**src/rtl/fighter_anim_pkg.sv**
```systemverilog
// Shared types and defaults for the fighter animation controller:
// sprite encodings, FSM states, pending-request bundle and pose thresholds.
package fighter_anim_pkg;

    typedef enum logic [2:0] {
        SPR_STAND   = 3'd0,
        SPR_RAGE    = 3'd1,
        SPR_BREATHE = 3'd2,
        SPR_WALK    = 3'd3,
        SPR_PUNCH   = 3'd4,
        SPR_KICK    = 3'd5,
        SPR_HIT     = 3'd6
    } sprite_e;

    typedef enum logic [2:0] {
        ST_IDLE  = 3'd0,
        ST_WALK  = 3'd1,
        ST_PUNCH = 3'd2,
        ST_KICK  = 3'd3,
        ST_HIT   = 3'd4
    } state_e;

    typedef struct packed {
        logic punch;
        logic kick;
        logic hit;
    } pend_t;

    localparam int DEF_RAGE_THRESH  = 120;
    localparam int DEF_IDLE_PERIOD  = 25;
    localparam int DEF_WALK_PERIOD  = 25;
    localparam int DEF_PUNCH_FRAMES = 8;
    localparam int DEF_KICK_FRAMES  = 10;
    localparam int DEF_HIT_FRAMES   = 6;

    // Frame-count windows that pick the secondary pose in IDLE and WALK.
    localparam logic [5:0] BREATHE_FIRST   = 6'd13;
    localparam logic [5:0] WALK_POSE_FIRST = 6'd3;
    localparam logic [5:0] WALK_POSE_LAST  = 6'd11;

    function automatic logic is_action(state_e st);
        return (st == ST_PUNCH) || (st == ST_KICK) || (st == ST_HIT);
    endfunction

endpackage

```
**src/rtl/fighter_anim_ctrl_if.sv**
```systemverilog
// Bundle of frame sync, fighter inputs, request pulses and animation outputs.
// The master side drives the inputs and observes the sprite selection.
interface fighter_anim_ctrl_if;

    logic       vsync;
    logic [9:0] motionx;
    logic [7:0] health;
    logic       punch_req;
    logic       kick_req;
    logic       hit_req;
    logic [2:0] sprite_sel;
    logic [5:0] frame_cnt;
    logic       anim_busy;
    logic       action_done;

    modport master (
        output vsync, motionx, health, punch_req, kick_req, hit_req,
        input  sprite_sel, frame_cnt, anim_busy, action_done
    );

    modport slave (
        input  vsync, motionx, health, punch_req, kick_req, hit_req,
        output sprite_sel, frame_cnt, anim_busy, action_done
    );

endinterface

```
**src/rtl/frame_tick_gen.sv**
```systemverilog
// Rising-edge detector on vsync; emits a one-cycle frame_tick per frame.
module frame_tick_gen (
    input  logic vga_clk,
    input  logic reset_n,
    input  logic vsync,
    output logic frame_tick
);

    logic vsync_q;

    // NOTE: sequential state uses non-blocking assignments; reset is sampled on the clock edge.
    always_ff @(posedge vga_clk) begin
        if (!reset_n) begin
            vsync_q <= 1'b1;   // a vsync already high at release is not a new frame
        end else begin
            vsync_q <= vsync;
        end
    end

    assign frame_tick = vsync & ~vsync_q;

endmodule

```
**src/rtl/fighter_anim_ctrl.sv**
```systemverilog
// Per-frame sprite sequencer for one fighter: idle/walk loops, queued
// punch/kick/hit actions with hit preemption, and a completion pulse.
module fighter_anim_ctrl
    import fighter_anim_pkg::*;
#(
    parameter int RAGE_THRESH  = DEF_RAGE_THRESH,
    parameter int IDLE_PERIOD  = DEF_IDLE_PERIOD,
    parameter int WALK_PERIOD  = DEF_WALK_PERIOD,
    parameter int PUNCH_FRAMES = DEF_PUNCH_FRAMES,
    parameter int KICK_FRAMES  = DEF_KICK_FRAMES,
    parameter int HIT_FRAMES   = DEF_HIT_FRAMES
) (
    input logic                vga_clk,
    input logic                reset_n,
    fighter_anim_ctrl_if.slave anim
);

    localparam logic [7:0] RAGE_LVL   = 8'(RAGE_THRESH);
    localparam logic [5:0] IDLE_LAST  = 6'(IDLE_PERIOD - 1);
    localparam logic [5:0] WALK_LAST  = 6'(WALK_PERIOD - 1);
    localparam logic [5:0] PUNCH_LAST = 6'(PUNCH_FRAMES - 1);
    localparam logic [5:0] KICK_LAST  = 6'(KICK_FRAMES - 1);
    localparam logic [5:0] HIT_LAST   = 6'(HIT_FRAMES - 1);

    logic       frame_tick;
    state_e     state_q, state_d;
    logic [5:0] cnt_q, cnt_d;
    sprite_e    sprite_q, sprite_d;
    pend_t      pend_q, pend_d;
    logic       busy_q, busy_d;
    logic       done_q, done_d;

    logic       moving;
    state_e     rest_state;
    sprite_e    base_pose;
    logic       enter_punch, enter_kick, enter_hit;

    frame_tick_gen u_frame_tick (
        .vga_clk   (vga_clk),
        .reset_n   (reset_n),
        .vsync     (anim.vsync),
        .frame_tick(frame_tick)
    );

    function automatic sprite_e pose_for(state_e st, logic [5:0] cnt, sprite_e base);
        case (st)
            ST_IDLE:  return (cnt < BREATHE_FIRST) ? base : SPR_BREATHE;
            ST_WALK:  return (cnt >= WALK_POSE_FIRST && cnt <= WALK_POSE_LAST) ? SPR_WALK : base;
            ST_PUNCH: return SPR_PUNCH;
            ST_KICK:  return SPR_KICK;
            default:  return SPR_HIT;
        endcase
    endfunction

    assign moving     = (anim.motionx != 10'd0);
    assign rest_state = moving ? ST_WALK : ST_IDLE;
    assign base_pose  = (anim.health >= RAGE_LVL) ? SPR_RAGE : SPR_STAND;

    // NOTE: every combinational output gets a default first so no latch is inferred.
    always_comb begin
        state_d = state_q;
        cnt_d   = cnt_q;
        done_d  = 1'b0;

        if (frame_tick) begin
            case (state_q)
                ST_IDLE, ST_WALK: begin
                    if (pend_q.hit) begin
                        state_d = ST_HIT;
                        cnt_d   = '0;
                    end else if (pend_q.kick) begin
                        state_d = ST_KICK;
                        cnt_d   = '0;
                    end else if (pend_q.punch) begin
                        state_d = ST_PUNCH;
                        cnt_d   = '0;
                    end else if (rest_state != state_q) begin
                        state_d = rest_state;
                        cnt_d   = '0;
                    end else if (state_q == ST_IDLE) begin
                        cnt_d = (cnt_q == IDLE_LAST) ? 6'd0 : cnt_q + 6'd1;
                    end else begin
                        cnt_d = (cnt_q == WALK_LAST) ? 6'd0 : cnt_q + 6'd1;
                    end
                end
                ST_PUNCH, ST_KICK: begin
                    if (pend_q.hit) begin
                        state_d = ST_HIT;          // preemption: no completion pulse
                        cnt_d   = '0;
                    end else if (cnt_q == ((state_q == ST_PUNCH) ? PUNCH_LAST : KICK_LAST)) begin
                        state_d = rest_state;
                        cnt_d   = '0;
                        done_d  = 1'b1;
                    end else begin
                        cnt_d = cnt_q + 6'd1;
                    end
                end
                ST_HIT: begin
                    if (cnt_q == HIT_LAST) begin
                        state_d = rest_state;
                        cnt_d   = '0;
                        done_d  = 1'b1;
                    end else begin
                        cnt_d = cnt_q + 6'd1;
                    end
                end
                default: begin
                    state_d = ST_IDLE;
                    cnt_d   = '0;
                end
            endcase
        end
    end

    always_comb begin
        sprite_d = sprite_q;
        if (frame_tick) begin
            sprite_d = pose_for(state_d, cnt_d, base_pose);
        end
    end

    // Actions are only ever entered from a different state, so a state change marks entry.
    assign enter_punch = (state_d == ST_PUNCH) && (state_q != ST_PUNCH);
    assign enter_kick  = (state_d == ST_KICK)  && (state_q != ST_KICK);
    assign enter_hit   = (state_d == ST_HIT)   && (state_q != ST_HIT);

    always_comb begin
        pend_d.punch = anim.punch_req | (pend_q.punch & ~(enter_punch | enter_hit));
        pend_d.kick  = anim.kick_req  | (pend_q.kick  & ~(enter_kick  | enter_hit));
        pend_d.hit   = anim.hit_req   | (pend_q.hit   & ~enter_hit);
    end

    assign busy_d = is_action(state_d);

    always_ff @(posedge vga_clk) begin
        if (!reset_n) begin
            state_q  <= ST_IDLE;
            cnt_q    <= '0;
            sprite_q <= SPR_STAND;
            pend_q   <= '0;
            busy_q   <= 1'b0;
            done_q   <= 1'b0;
        end else begin
            state_q  <= state_d;
            cnt_q    <= cnt_d;
            sprite_q <= sprite_d;
            pend_q   <= pend_d;
            busy_q   <= busy_d;
            done_q   <= done_d;
        end
    end

    assign anim.sprite_sel  = sprite_q;
    assign anim.frame_cnt   = cnt_q;
    assign anim.anim_busy   = busy_q;
    assign anim.action_done = done_q;

endmodule

```
**src/flat_wrapper.sv**
```systemverilog
// flat-port wrapper written by rule: the top's interface ports become plain ports
module fighter_anim_ctrl_flat import fighter_anim_pkg::*;
#(
    parameter int RAGE_THRESH  = DEF_RAGE_THRESH,
    parameter int IDLE_PERIOD  = DEF_IDLE_PERIOD,
    parameter int WALK_PERIOD  = DEF_WALK_PERIOD,
    parameter int PUNCH_FRAMES = DEF_PUNCH_FRAMES,
    parameter int KICK_FRAMES  = DEF_KICK_FRAMES,
    parameter int HIT_FRAMES   = DEF_HIT_FRAMES
)
  (vga_clk, reset_n, anim_vsync, anim_motionx, anim_health, anim_punch_req, anim_kick_req, anim_hit_req, anim_sprite_sel, anim_frame_cnt, anim_anim_busy, anim_action_done);
  fighter_anim_ctrl_if anim_i ();
  input logic vga_clk;
  input logic reset_n;
  input wire logic [$bits(anim_i.vsync)-1:0] anim_vsync;
  input wire logic [$bits(anim_i.motionx)-1:0] anim_motionx;
  input wire logic [$bits(anim_i.health)-1:0] anim_health;
  input wire logic [$bits(anim_i.punch_req)-1:0] anim_punch_req;
  input wire logic [$bits(anim_i.kick_req)-1:0] anim_kick_req;
  input wire logic [$bits(anim_i.hit_req)-1:0] anim_hit_req;
  output wire logic [$bits(anim_i.sprite_sel)-1:0] anim_sprite_sel;
  output wire logic [$bits(anim_i.frame_cnt)-1:0] anim_frame_cnt;
  output wire logic [$bits(anim_i.anim_busy)-1:0] anim_anim_busy;
  output wire logic [$bits(anim_i.action_done)-1:0] anim_action_done;
  assign anim_i.vsync = anim_vsync;
  assign anim_i.motionx = anim_motionx;
  assign anim_i.health = anim_health;
  assign anim_i.punch_req = anim_punch_req;
  assign anim_i.kick_req = anim_kick_req;
  assign anim_i.hit_req = anim_hit_req;
  assign anim_sprite_sel = anim_i.sprite_sel;
  assign anim_frame_cnt = anim_i.frame_cnt;
  assign anim_anim_busy = anim_i.anim_busy;
  assign anim_action_done = anim_i.action_done;
  fighter_anim_ctrl #(.RAGE_THRESH(RAGE_THRESH), .IDLE_PERIOD(IDLE_PERIOD), .WALK_PERIOD(WALK_PERIOD), .PUNCH_FRAMES(PUNCH_FRAMES), .KICK_FRAMES(KICK_FRAMES), .HIT_FRAMES(HIT_FRAMES)) u_core (.vga_clk(vga_clk), .reset_n(reset_n), .anim(anim_i));
endmodule
```
**config.mk**
```make
export PLATFORM = sky130hd
export DESIGN_NAME = fighter_anim_ctrl_flat
export DESIGN_NICKNAME = d
export VERILOG_FILES = /design/src/rtl/fighter_anim_pkg.sv /design/src/rtl/fighter_anim_ctrl_if.sv /design/src/rtl/frame_tick_gen.sv /design/src/rtl/fighter_anim_ctrl.sv /design/src/flat_wrapper.sv
export SDC_FILE = /design/constraint.sdc
export NUM_CORES = 1
export LEC_CHECK = 0
export ABC_AREA = 1
export BUFFER_PORTS_ARGS = -buffer_cell sky130_fd_sc_hd__buf_2
export CAP_MARGIN = 20
export CORE_MARGIN = 4
export CORE_UTILIZATION = 55
export DETAILED_ROUTE_END_ITERATION = 8
export PLACE_DENSITY = 0.84
export SYNTH_ARGS = -nofsm -noshare
export SYNTH_HDL_FRONTEND = slang
export SYNTH_HIERARCHICAL = 1
export SYNTH_SLANG_ARGS = --single-unit
```
**constraint.sdc**
```tcl
create_clock -name vga_clk -period 3.09 [get_ports vga_clk]
set_clock_uncertainty 0.05 [all_clocks]
set_input_delay 0.618 -clock vga_clk [delete_from_list [all_inputs] [get_ports vga_clk]]
set_output_delay 0.618 -clock vga_clk [all_outputs]
set_load 0.01 [all_outputs]
```
==> flow_summary.html <==
<table>
<tr><th>Metric</th><th>Value</th></tr>
<tr><th colspan="2">Die</th></tr>
<tr><td>I/O pins</td><td>35</td></tr>
<tr><td>Cell row count</td><td>16</td></tr>
<tr><td>Die Wd</td><td>54.7 µm</td></tr>
<tr><td>Core area</td><td>0.00202 mm²</td></tr>
<tr><td>Initial cell density of the core</td><td>59.3%</td></tr>
<tr><td>Die area</td><td>0.00299 mm²</td></tr>
<tr><td>Die extent in y</td><td>54.7 µm</td></tr>
<tr><th colspan="2">Synthesis</th></tr>
<tr><td>Synthesized Nets</td><td>214</td></tr>
<tr><td>Synthesized area per cell</td><td>6.41 µm²</td></tr>
<tr><td>Leading cell types by total area after synthesis</td><td>sky130_fd_sc_hd__dfxtp_1, sky130_fd_sc_hd__nand2_1, sky130_fd_sc_hd__nor2_1, sky130_fd_sc_hd__nand3_1, sky130_fd_sc_hd__inv_1</td></tr>
<tr><td>Fraction of the yosys area taken by sequential cells</td><td>30.1%</td></tr>
<tr><td>Synthesized area</td><td>0.00120 mm²</td></tr>
<tr><td>Post-Synthesis Cells</td><td>187</td></tr>
<tr><td>EDFF count, synth</td><td>0</td></tr>
<tr><td>Primary flip-flop cell chosen by synthesis mapping</td><td>sky130_fd_sc_hd__dfxtp_1</td></tr>
<tr><td>Asr flop ratio synth</td><td>0%</td></tr>
<tr><td>Count of synthesis-stage warnings from yosys</td><td>6</td></tr>
<tr><td>Leading area contributor after synthesis</td><td>sky130_fd_sc_hd__dfxtp_1</td></tr>
<tr><td>Top cell type's share of synthesized area</td><td>30.1%</td></tr>
<tr><td>Number of library cell types mapped by synthesis</td><td>31</td></tr>
<tr><td>FF+latch count, synth</td><td>18</td></tr>
<tr><th colspan="2">Pwr</th></tr>
<tr><td>Power share of the combinational group</td><td>17.2%</td></tr>
<tr><td>Share of total power in sequential cells</td><td>51.9%</td></tr>
<tr><td>Worst voltage drop across the vdd grid</td><td>0.000332 V</td></tr>
<tr><td>Clock network power share</td><td>30.9%</td></tr>
<tr><td>Sw power</td><td>0.000133 W</td></tr>
<tr><td>Cell area power density</td><td>338 mW/mm²</td></tr>
<tr><td>Total power of the final layout</td><td>0.000479 W</td></tr>
<tr><td>Internal power contribution</td><td>0.000345 W</td></tr>
<tr><td>Static leakage</td><td>0.737 nW</td></tr>
<tr><td>Switching power as a share of total power</td><td>27.8%</td></tr>
<tr><th colspan="2">CTS</th></tr>
<tr><td>CTS Hold Bufs</td><td>0</td></tr>
<tr><td>H-tree levels</td><td>1</td></tr>
<tr><td>Maximum clock path buffer count</td><td>2</td></tr>
<tr><td>CTS tree</td><td>built</td></tr>
<tr><td>Clock tree root driver cell</td><td>sky130_fd_sc_hd__clkbuf_4</td></tr>
<tr><td>Setup fix buffers added after clock tree synthesis</td><td>0</td></tr>
<tr><td>Number of clock sinks seen by CTS</td><td>18</td></tr>
<tr><td>Post-CTS resize count</td><td>0</td></tr>
<tr><td>Clock transition at the register clock pins on the worst setup and hold paths after CTS</td><td>110 ps</td></tr>
<tr><td>Clock buffers created by TritonCTS</td><td>3</td></tr>
<tr><td>Later-pin clock latency in the skew report</td><td>300 ps</td></tr>
<tr><th colspan="2">STA</th></tr>
<tr><td>Total negative setup slack</td><td>0 ps</td></tr>
<tr><td>Final critical delay including setup and external delays</td><td>2210 ps</td></tr>
<tr><td>Number of endpoints with negative hold slack in the final report</td><td>0</td></tr>
<tr><td>Unrepaired setup endpoints after global routing</td><td>no</td></tr>
<tr><td>Number of endpoints failing setup at the final stage</td><td>0</td></tr>
<tr><td>Final critical-path share of the clock period</td><td>71.7%</td></tr>
<tr><td>Relative max-transition margin</td><td>68.2%</td></tr>
<tr><td>Transition at the pin with the smallest max-transition slack</td><td>476 ps</td></tr>
<tr><td>Highest clock frequency the design can meet</td><td>452 MHz</td></tr>
<tr><td>Max-slew violation count</td><td>0</td></tr>
<tr><th colspan="2">Placed design</th></tr>
<tr><td>Buffers added on ports</td><td>31</td></tr>
<tr><td>Area after detailed placement</td><td>0.00138 mm²</td></tr>
<tr><td>Routability Congestion</td><td>0.911</td></tr>
<tr><td>Dpl hpwl</td><td>2290 µm</td></tr>
<tr><td>Instance count after placement with tap cells included</td><td>243</td></tr>
<tr><th colspan="2">Final layout</th></tr>
<tr><td>Number of nets in the finished design</td><td>248</td></tr>
<tr><td>Final instance area</td><td>0.00142 mm²</td></tr>
<tr><td>Share of layout cells above drive strength 1</td><td>28.2%</td></tr>
<tr><td>Share of the core filled with cells</td><td>70.0%</td></tr>
<tr><td>Seq. cell area</td><td>360 µm²</td></tr>
<tr><td>Number of diodes added for antenna fixing</td><td>0</td></tr>
<tr><td>Multi-input gate area</td><td>724 µm²</td></tr>
<tr><td>Number of inserted filler cells in the final layout</td><td>178</td></tr>
<tr><td>Number of standard cells in the final layout excluding fillers</td><td>247</td></tr>
<tr><td>Layout overhead on the synthesized area</td><td>18.1%</td></tr>
<tr><th colspan="2">Route</th></tr>
<tr><td>First drt pass iteration count</td><td>4</td></tr>
<tr><td>Via total after detailed routing</td><td>1,319</td></tr>
<tr><td>Number of vias per cell</td><td>5.34</td></tr>
<tr><td>Final WL</td><td>2910 µm</td></tr>
<tr><td>Post-route DRC violation count</td><td>0</td></tr>
<tr><td>Wire per inst</td><td>11.8 µm</td></tr>
<tr><td>Initial drt markers</td><td>35</td></tr>
<tr><td>Antenna-violating nets left</td><td>0</td></tr>
<tr><th colspan="2">Worst hold path</th></tr>
<tr><td>Class of the tightest hold or removal check</td><td>reg2reg</td></tr>
<tr><th colspan="2">Critical path</th></tr>
<tr><td>WS Path Type</td><td>reg2reg</td></tr>
<tr><td>Max Fanout on Critical Path</td><td>5</td></tr>
<tr><td>Nature of the critical path startpoint</td><td>register</td></tr>
<tr><td>Nature of the critical path endpoint</td><td>register</td></tr>
<tr><td>CP arrival</td><td>2340 ps</td></tr>
<tr><td>Required time at the worst-slack endpoint</td><td>3220 ps</td></tr>
<tr><th colspan="2">Global routing</th></tr>
<tr><td>Global-route wire length before repair</td><td>4770 µm</td></tr>
<tr><td>Number of global-route vias before repair</td><td>1,166</td></tr>
<tr><td>Number of antenna violations at the first check in global routing</td><td>0</td></tr>
<tr><td>Total congestion overflow</td><td>0</td></tr>
<tr><td>Global router's overall resource usage</td><td>21.8%</td></tr>
<tr><td>Pin count of the biggest net entering global routing</td><td>15</td></tr>
<tr><th colspan="2">Status</th></tr>
<tr><td>Status</td><td>completed</td></tr>
<tr><th colspan="2">Run</th></tr>
<tr><td>Count of max-cap constraint violations</td><td>0</td></tr>
</table>
[Yosys cell counts (all sizes together), types with 2 or more instances]
master,instances
nand4,2
nor2,31
o21ai,10
dfxtp,18
nand3,20
ha,3
nand2,48
inv,26
nor3,3
xor2,4
a21oi,11
buf,2
[stage by stage]
step           setup WS (ps)  hold slack (ps)
3_3_place_gp             727              415
6_report                 876              444
3_5_place_dp             690              425
5_1_grt                  654              478
2_1_floorplan           1050              426
4_1_cts                  935              444
[layout by cell type, fill, tap and decap left out, drive strengths merged, types with 3 or more instances in the layout]
cell type,Yosys,final
xor2,4,4
dfxtp,18,18
nor2,31,31
nor3,3,3
a21oi,11,11
ha,3,3
buf,2,32
nand3,20,20
clkbuf,1,4
o21ai,10,10
nand2,48,48
inv,26,26
[logic make-up after synthesis]
kind of cell	Yosys count	synth area share [%]
buffers and inverters	29	9.50
AOI/OAI and AO/OA	25	12.9
xor gates and xnor gates	4	2.92
DFF	18	30.1
adders and majority gates	3	3.13
and+or+nand+nor	108	41.4
[power by group through the flow]
stage | clock network, W | registers, W | logic (W)
2_1_floorplan | 0 | 0.000253 | 0.0000535
3_3_place_gp | 0 | 0.000253 | 0.0000791
3_5_place_dp | 0 | 0.000254 | 0.0000818
4_1_cts | 0.000151 | 0.000248 | 0.0000822
5_1_grt | 0.000164 | 0.000249 | 0.0000935
6_report | 0.000148 | 0.000248 | 0.0000823
[worst max-delay path, cell delays in order, from the launching register on]
cell and delay [ps]:
sky130_fd_sc_hd__dfxtp_1 400, sky130_fd_sc_hd__inv_1 110, sky130_fd_sc_hd__ha_1 190, sky130_fd_sc_hd__nand2_1 90
sky130_fd_sc_hd__nor2_1 60, sky130_fd_sc_hd__nand2_1 50, sky130_fd_sc_hd__nand2_1 80, sky130_fd_sc_hd__o21ai_1 90
sky130_fd_sc_hd__nand3_1 100, sky130_fd_sc_hd__nand2_1 70, sky130_fd_sc_hd__nand2_1 90, sky130_fd_sc_hd__nor3_1 190
sky130_fd_sc_hd__inv_1 90, sky130_fd_sc_hd__or2_1 250, sky130_fd_sc_hd__a21oi_1 130, sky130_fd_sc_hd__nor2_1 50
[path summary, 6_finish.rpt]
kind	start	endpoint	slack, ps	cells past startpoint
worst max-delay path	u_core/anim.frame_cnt[1]	u_core/pend_q[0]	880	15
worst min-delay path	u_core/anim.sprite_sel[0]	u_core/anim.sprite_sel[0]	440	2
worst max register to register	u_core/anim.frame_cnt[1]	u_core/pend_q[0]	880	15
worst min register to register	u_core/anim.sprite_sel[0]	u_core/anim.sprite_sel[0]	440	2
[layer usage]
metal / track usage, % / wire length [µm] / vias to the layer above
met4: 10.8 / 55 / 0
met1: 26.4 / 1210 / 573
met3: 5.72 / 272 / 8
li1: - / - / 669
met5: 0 / 0 / -
met2: 35.2 / 1370 / 69
[sequential cells by signal, indices dropped and copies added (netlist names)]
register and count:
u_core/anim.action_done 1, u_core/anim.anim_busy 1, u_core/anim.frame_cnt 6, u_core/anim.sprite_sel 3, u_core/pend_q 3, u_core/state_q 3, u_core/u_frame_tick/vsync_q 1
[final cells by class]
cell class / instances / area share [%]
Clock buffer: 4 / 2.56
Tap cell: 27 / 2.39
Timing Repair Buffer: 32 / 11.5
Sequential cell: 18 / 25.5
Multi-Input combinational cell: 140 / 51.2
Inverter: 26 / 6.90
Power figures use the tool's default switching activity.
